===== config.mk =====
export PLATFORM = sky130hd
export DESIGN_NAME = ex_muldiv_seq
export DESIGN_NICKNAME = d
export VERILOG_FILES = /design/src/rtl/ex_muldiv_seq.sv
export SDC_FILE = /design/constraint.sdc
export NUM_CORES = 1
export LEC_CHECK = 0
export CORE_MARGIN = 2
export CORE_UTILIZATION = 40
export DETAILED_ROUTE_END_ITERATION = 7
export SYNTH_ARGS = -nofsm -noshare
export SYNTH_HDL_FRONTEND = slang
export SYNTH_SLANG_ARGS = --single-unit

===== constraint.sdc =====
create_clock -name i_clk -period 3.01 [get_ports i_clk]
set_clock_uncertainty 0.1 [all_clocks]
set_input_delay 0.602 -clock i_clk [delete_from_list [all_inputs] [get_ports i_clk]]
set_output_delay 0.602 -clock i_clk [all_outputs]
set_load 0.02 [all_outputs]

===== src/rtl/ex_muldiv_seq.sv =====
// rtl/ex_muldiv_seq.sv - sequential MIPS-style mul/div unit with HI/LO and pipeline stall
// One iteration per clock: shift-add multiply or restoring divide, then a sign-fix cycle.
module ex_muldiv_seq #(
    parameter int NB_REG = 32,
    parameter int NB_CNT = 6
) (
    input  logic              i_clk,
    input  logic              i_rst_n,
    input  logic              i_start,
    input  logic [1:0]        i_op,
    input  logic [NB_REG-1:0] i_rs_data,
    input  logic [NB_REG-1:0] i_rt_data,
    input  logic              i_hilo_req,
    input  logic              i_flush,
    output logic              o_stall,
    output logic              o_busy,
    output logic              o_done,
    output logic [NB_REG-1:0] o_hi,
    output logic [NB_REG-1:0] o_lo
);

    localparam logic [1:0] ST_IDLE = 2'd0;
    localparam logic [1:0] ST_RUN  = 2'd1;
    localparam logic [1:0] ST_FIX  = 2'd2;

    logic [1:0]          state;
    logic [1:0]          op_r;
    logic                sign_a;
    logic                sign_b;
    logic [NB_REG-1:0]   mag_b;
    logic [NB_CNT-1:0]   cnt;
    logic [2*NB_REG-1:0] acc;
    logic [NB_REG-1:0]   hi_r;
    logic [NB_REG-1:0]   lo_r;
    logic                done_r;

    logic                rs_neg;
    logic                rt_neg;
    logic [NB_REG-1:0]   rs_mag;
    logic [NB_REG-1:0]   rt_mag;
    logic [NB_REG:0]     mul_sum;
    logic [2*NB_REG-1:0] mul_next;
    logic [NB_REG:0]     div_shift;
    logic [NB_REG+1:0]   div_diff;
    logic [2*NB_REG-1:0] div_next;
    logic [2*NB_REG-1:0] mul_res;
    logic [NB_REG-1:0]   quo;
    logic [NB_REG-1:0]   rem;
    logic [NB_REG-1:0]   div_lo;
    logic [NB_REG-1:0]   div_hi;

    // op[0]=1 selects the unsigned variant, op[1]=1 selects divide
    always_comb begin
        rs_neg = ~i_op[0] & i_rs_data[NB_REG-1];
        rt_neg = ~i_op[0] & i_rt_data[NB_REG-1];
        rs_mag = rs_neg ? -i_rs_data : i_rs_data;
        rt_mag = rt_neg ? -i_rt_data : i_rt_data;
    end

    // acc holds {partial product, multiplier} or {remainder, dividend/quotient}
    always_comb begin
        mul_sum   = {1'b0, acc[2*NB_REG-1:NB_REG]} + (acc[0] ? {1'b0, mag_b} : '0);
        mul_next  = {mul_sum, acc[NB_REG-1:1]};
        div_shift = acc[2*NB_REG-1:NB_REG-1];
        div_diff  = {1'b0, div_shift} - {2'b00, mag_b};
        if (div_diff[NB_REG+1])
            div_next = {div_shift[NB_REG-1:0], acc[NB_REG-2:0], 1'b0};
        else
            div_next = {div_diff[NB_REG-1:0], acc[NB_REG-2:0], 1'b1};
    end

    // Divide by zero falls out of the loop as remainder = |rs|, so only LO is forced
    always_comb begin
        mul_res = (sign_a ^ sign_b) ? -acc : acc;
        quo     = acc[NB_REG-1:0];
        rem     = acc[2*NB_REG-1:NB_REG];
        div_lo  = (mag_b == '0) ? '1 : ((sign_a ^ sign_b) ? -quo : quo);
        div_hi  = sign_a ? -rem : rem;
    end

    always_ff @(posedge i_clk or negedge i_rst_n) begin
        if (!i_rst_n) begin
            state  <= ST_IDLE;
            op_r   <= '0;
            sign_a <= 1'b0;
            sign_b <= 1'b0;
            mag_b  <= '0;
            cnt    <= '0;
            acc    <= '0;
            hi_r   <= '0;
            lo_r   <= '0;
            done_r <= 1'b0;
        end else begin
            done_r <= 1'b0;
            case (state)
                ST_IDLE: begin
                    if (i_start && !i_flush) begin
                        op_r   <= i_op;
                        sign_a <= rs_neg;
                        sign_b <= rt_neg;
                        cnt    <= '0;
                        if (i_op[1]) begin
                            mag_b <= rt_mag;
                            acc   <= {{NB_REG{1'b0}}, rs_mag};
                        end else begin
                            mag_b <= rs_mag;
                            acc   <= {{NB_REG{1'b0}}, rt_mag};
                        end
                        state <= ST_RUN;
                    end
                end
                ST_RUN: begin
                    if (i_flush) begin
                        state <= ST_IDLE;
                    end else begin
                        acc <= op_r[1] ? div_next : mul_next;
                        cnt <= cnt + NB_CNT'(1);
                        if (cnt == NB_CNT'(NB_REG - 1))
                            state <= ST_FIX;
                    end
                end
                ST_FIX: begin
                    if (!i_flush) begin
                        if (op_r[1]) begin
                            hi_r <= div_hi;
                            lo_r <= div_lo;
                        end else begin
                            hi_r <= mul_res[2*NB_REG-1:NB_REG];
                            lo_r <= mul_res[NB_REG-1:0];
                        end
                        done_r <= 1'b1;
                    end
                    state <= ST_IDLE;
                end
                default: state <= ST_IDLE;
            endcase
        end
    end

    assign o_busy  = (state != ST_IDLE);
    assign o_stall = o_busy & (i_start | i_hilo_req);
    assign o_done  = done_r;
    assign o_hi    = hi_r;
    assign o_lo    = lo_r;

endmodule

==> flow_summary.toml <==
[clocking]
htreeDepth = 4
cts_hold_buf = 0
cts_num_sinks = 172
clk_path_buf_depth = 2
clk_latency_ps = 480
root_buffer = "clkbuf_16"
clkTransAtPathRegs_ps = 70
cts_tree = "yes"
cts_buffers = 17

[run_status]
status = "complete, but fails checks"
violations = "setup timing"

[timing]
setup_violations = 13
fmax_ghz = 0.319
min_period_ps = 3140
worstMarginPinSlew_ps = 1180
setup_slack_ps = -127
max_slew_margin_pct = 21.1
finalHoldViolations = 0
drv_slew = 0
timing.final.crit_share_pct = 104
rsz0062_at_grt = "yes"

[floorplanning]
die_w_um = 197
coreArea_um2 = 36700
ios = 138
initial_core_util_pct = 40.6
die_y_um = 197
num_rows = 70
dieArea_um2 = 38900

[run]
drv_cap = 0

[setup_path]
cp_max_fo = 8
crit_type = "register to register"
critPathCaptureType = "register"
required_ps = 3250
start_kind = "register"
arrival_ps = 3380

[grt]
antenna_found_initial = 0
grt_max_degree = 102
grt_pass1_vias = 15910
grt_overflow = 0
grt_pass1_wl_um = 89900
grtUsageTotal_pct = 30.1

[detailed_routing]
via_count = 16667
ant_nets = 0
wire_per_inst_um = 20.5
vias_per_cell = 5.69
drt_iter0_markers = 1337
routed_wl_um = 59900
post-route-drc-count = 0
drtPass1Iterations = 6

[layout]
final_area_um2 = 21800
finalNetCount = 2589
layout_commonest_cell = "buf_4"
drive_above_1_share_pct = 28.6
insertedDiodeCount = 0
area_growth_pct = 46.0
mostFrequentLayoutCells = "buf_4, nor2_1, nand2_1"
post-route-util_pct = 59.4
fillers = 3331

[min_path]
hold_class = "input port to async pin"

[placed_design]
port_buffers = 137
place_ws_ps = -597
dpl_cell_area_um2 = 19600
hpwl_um = 46400
routabilityCongestion = 0.960

[yosys]
synthCells = 1946
async_flop_share_pct = 100
avgSynthCellArea_um2 = 7.66
synth_cell_type_count = 88
ys_warn_count = 0
synth_edf_count = 0
synth_seq_area_share_pct = 28.9
ys_ff_latch = 172
synth_ff_type = "dfrtp_1"
synthesis.area_um2 = 14900
synth_nets = 2088

[power_and_ir_drop]
ir_worst_vdd_mv = 0.541
p_total_mw = 17.8
p_sw_mw = 8.17
p_per_area_nw_per_um2 = 817
p_leak_nw = 9.80
seq_power_share_pct = 17.8
combinationalPowerShare_pct = 69.8
switching_share_pct = 45.9
power_frac_clock_pct = 12.4
p_int_mw = 9.62
## power by group through the flow
stage	sequential [mW]	combinational (mW)	clock, mW
after floorplan	3.16	5.75	0
after global placement	3.16	10.3	0
after detailed placement	3.17	10.4	0
after CTS	3.14	11.0	2.24
after global routing	3.20	13.3	2.31
final	3.16	12.4	2.20
## registers in the layout, summed over array words and instances, names as in the netlist
signal  cells
sign_b      1
state       2
cnt         6
op_r        1
o_lo       32
o_hi       32
mag_b      32
o_done      1
acc        64
sign_a      1
## Yosys cell counts, types with 4 or more instances
| cell | n | area share, % |
|---|---|---|
| a21oi_1 | 222 | 7.4 |
| o31a_1 | 5 | 0.29 |
| xor2_1 | 82 | 4.8 |
| nand4_1 | 15 | 0.63 |
| or2_2 | 11 | 0.46 |
| a21o_1 | 42 | 2.1 |
| mux2i_1 | 38 | 2.6 |
| buf_2 | 10 | 0.34 |
| o31ai_1 | 20 | 1.0 |
| o41ai_1 | 7 | 0.41 |
| and4_1 | 4 | 0.23 |
| nand3_1 | 30 | 1.0 |
| o21ai_1 | 12 | 0.40 |
| and3_1 | 6 | 0.25 |
| o211ai_1 | 32 | 1.6 |
| nand3b_1 | 9 | 0.45 |
| a211oi_1 | 15 | 0.75 |
| o22ai_1 | 5 | 0.21 |
| a22oi_1 | 9 | 0.45 |
| clkbuf_1 | 104 | 2.6 |
| and2_1 | 10 | 0.42 |
| ha_1 | 69 | 5.8 |
| or4_1 | 7 | 0.35 |
| o21ai_0 | 163 | 5.5 |
| or4_4 | 5 | 0.38 |
| o21a_1 | 13 | 0.65 |
| o21bai_1 | 5 | 0.25 |
| mux2_2 | 7 | 0.53 |
| xnor2_1 | 92 | 5.4 |
| o221ai_1 | 6 | 0.35 |
| nor4_1 | 20 | 0.84 |
| nor2_1 | 233 | 5.9 |
| a22o_1 | 5 | 0.29 |
| a31oi_1 | 31 | 1.3 |
| nand2b_1 | 20 | 0.84 |
| nor3_1 | 40 | 1.3 |
| or2_1 | 4 | 0.17 |
| nor2b_1 | 9 | 0.38 |
| dfrtp_1 | 172 | 29 |
| inv_1 | 59 | 1.5 |
| nand2_1 | 204 | 5.1 |
| or3_1 | 21 | 0.88 |
## worst max-delay path, cell delays in order, from the launching register on
cell,delay [ps]
dfrtp_2,420
clkinv_4,140
nor2_4,130
ha_4,210
o211ai_1,280
o211ai_1,150
buf_4,170
a211oi_4,250
nor2_2,100
a211oi_2,200
buf_4,160
buf_4,100
o21ai_2,60
xor2_1,200
a221o_1,330
## cells by family (layout without fill, tap and decap cells)
group                      count (synthesis)  in the layout  share of synthesized area, %
and+or+nand+nor                          669            669                          21.3
AOI/OAI and AO/OA                        636            636                          25.8
buffers and inverters                    179            693                          4.67
xor gates and xnor gates                 174            174                          10.2
DFF                                      172            172                          28.9
adders and majority gates                 71             71                          6.06
muxes                                     45             45                          3.08
## stage by stage
step	setup TNS, ps	std cells	hold WS, ps
2_1_floorplan	0	1946	206
3_3_place_gp	-20850	2841	361
3_5_place_dp	-24140	2841	369
4_1_cts	-129	2891	14.2
5_1_grt	-3000	2928	36.1
6_report	-790	2928	3.73
## worst paths after layout
kind	slack [ps]	from	endpoint	cells after the start
max reg2reg	-130	acc[0]	acc[58]	14
max in group asynchronous	2060	i_rst_n	o_hi[10]	2
min reg2reg	380	o_hi[15]	o_hi[15]	2
min in group i_clk	380	o_hi[15]	o_hi[15]	2
min	4	i_rst_n	acc[57]	1
max	-130	acc[0]	acc[58]	14
## final cells by class
cell class / count / area [um2] / area share (%)
Inverter: 60 / 235 / 1.08
Multi-Input combinational cell: 1595 / 11000 / 50.3
Clock buffer: 18 / 429 / 1.97
Clock inverter: 14 / 145 / 0.666
Tap cell: 468 / 586 / 2.69
Sequential cell: 172 / 4310 / 19.8
Timing Repair Buffer: 601 / 5110 / 23.5
## repair_timing
item	4_1_cts	5_1_grt
gates resized for setup	96	179
pin swaps	63	97
setup endpoints to repair	39	72
gates cloned	1	3
buffers inserted	18	34
## routing by layer
layer  global-route usage (%)  wire, um  up-vias
li1                         -         -     7955
met5                        0         0        -
met1                     39.9     26000     7998
met4                     12.2      2320        0
met3                     5.05      3590      108
met2                     48.7     28000      606
No activity file was read; power rests on OpenSTA's default activity.
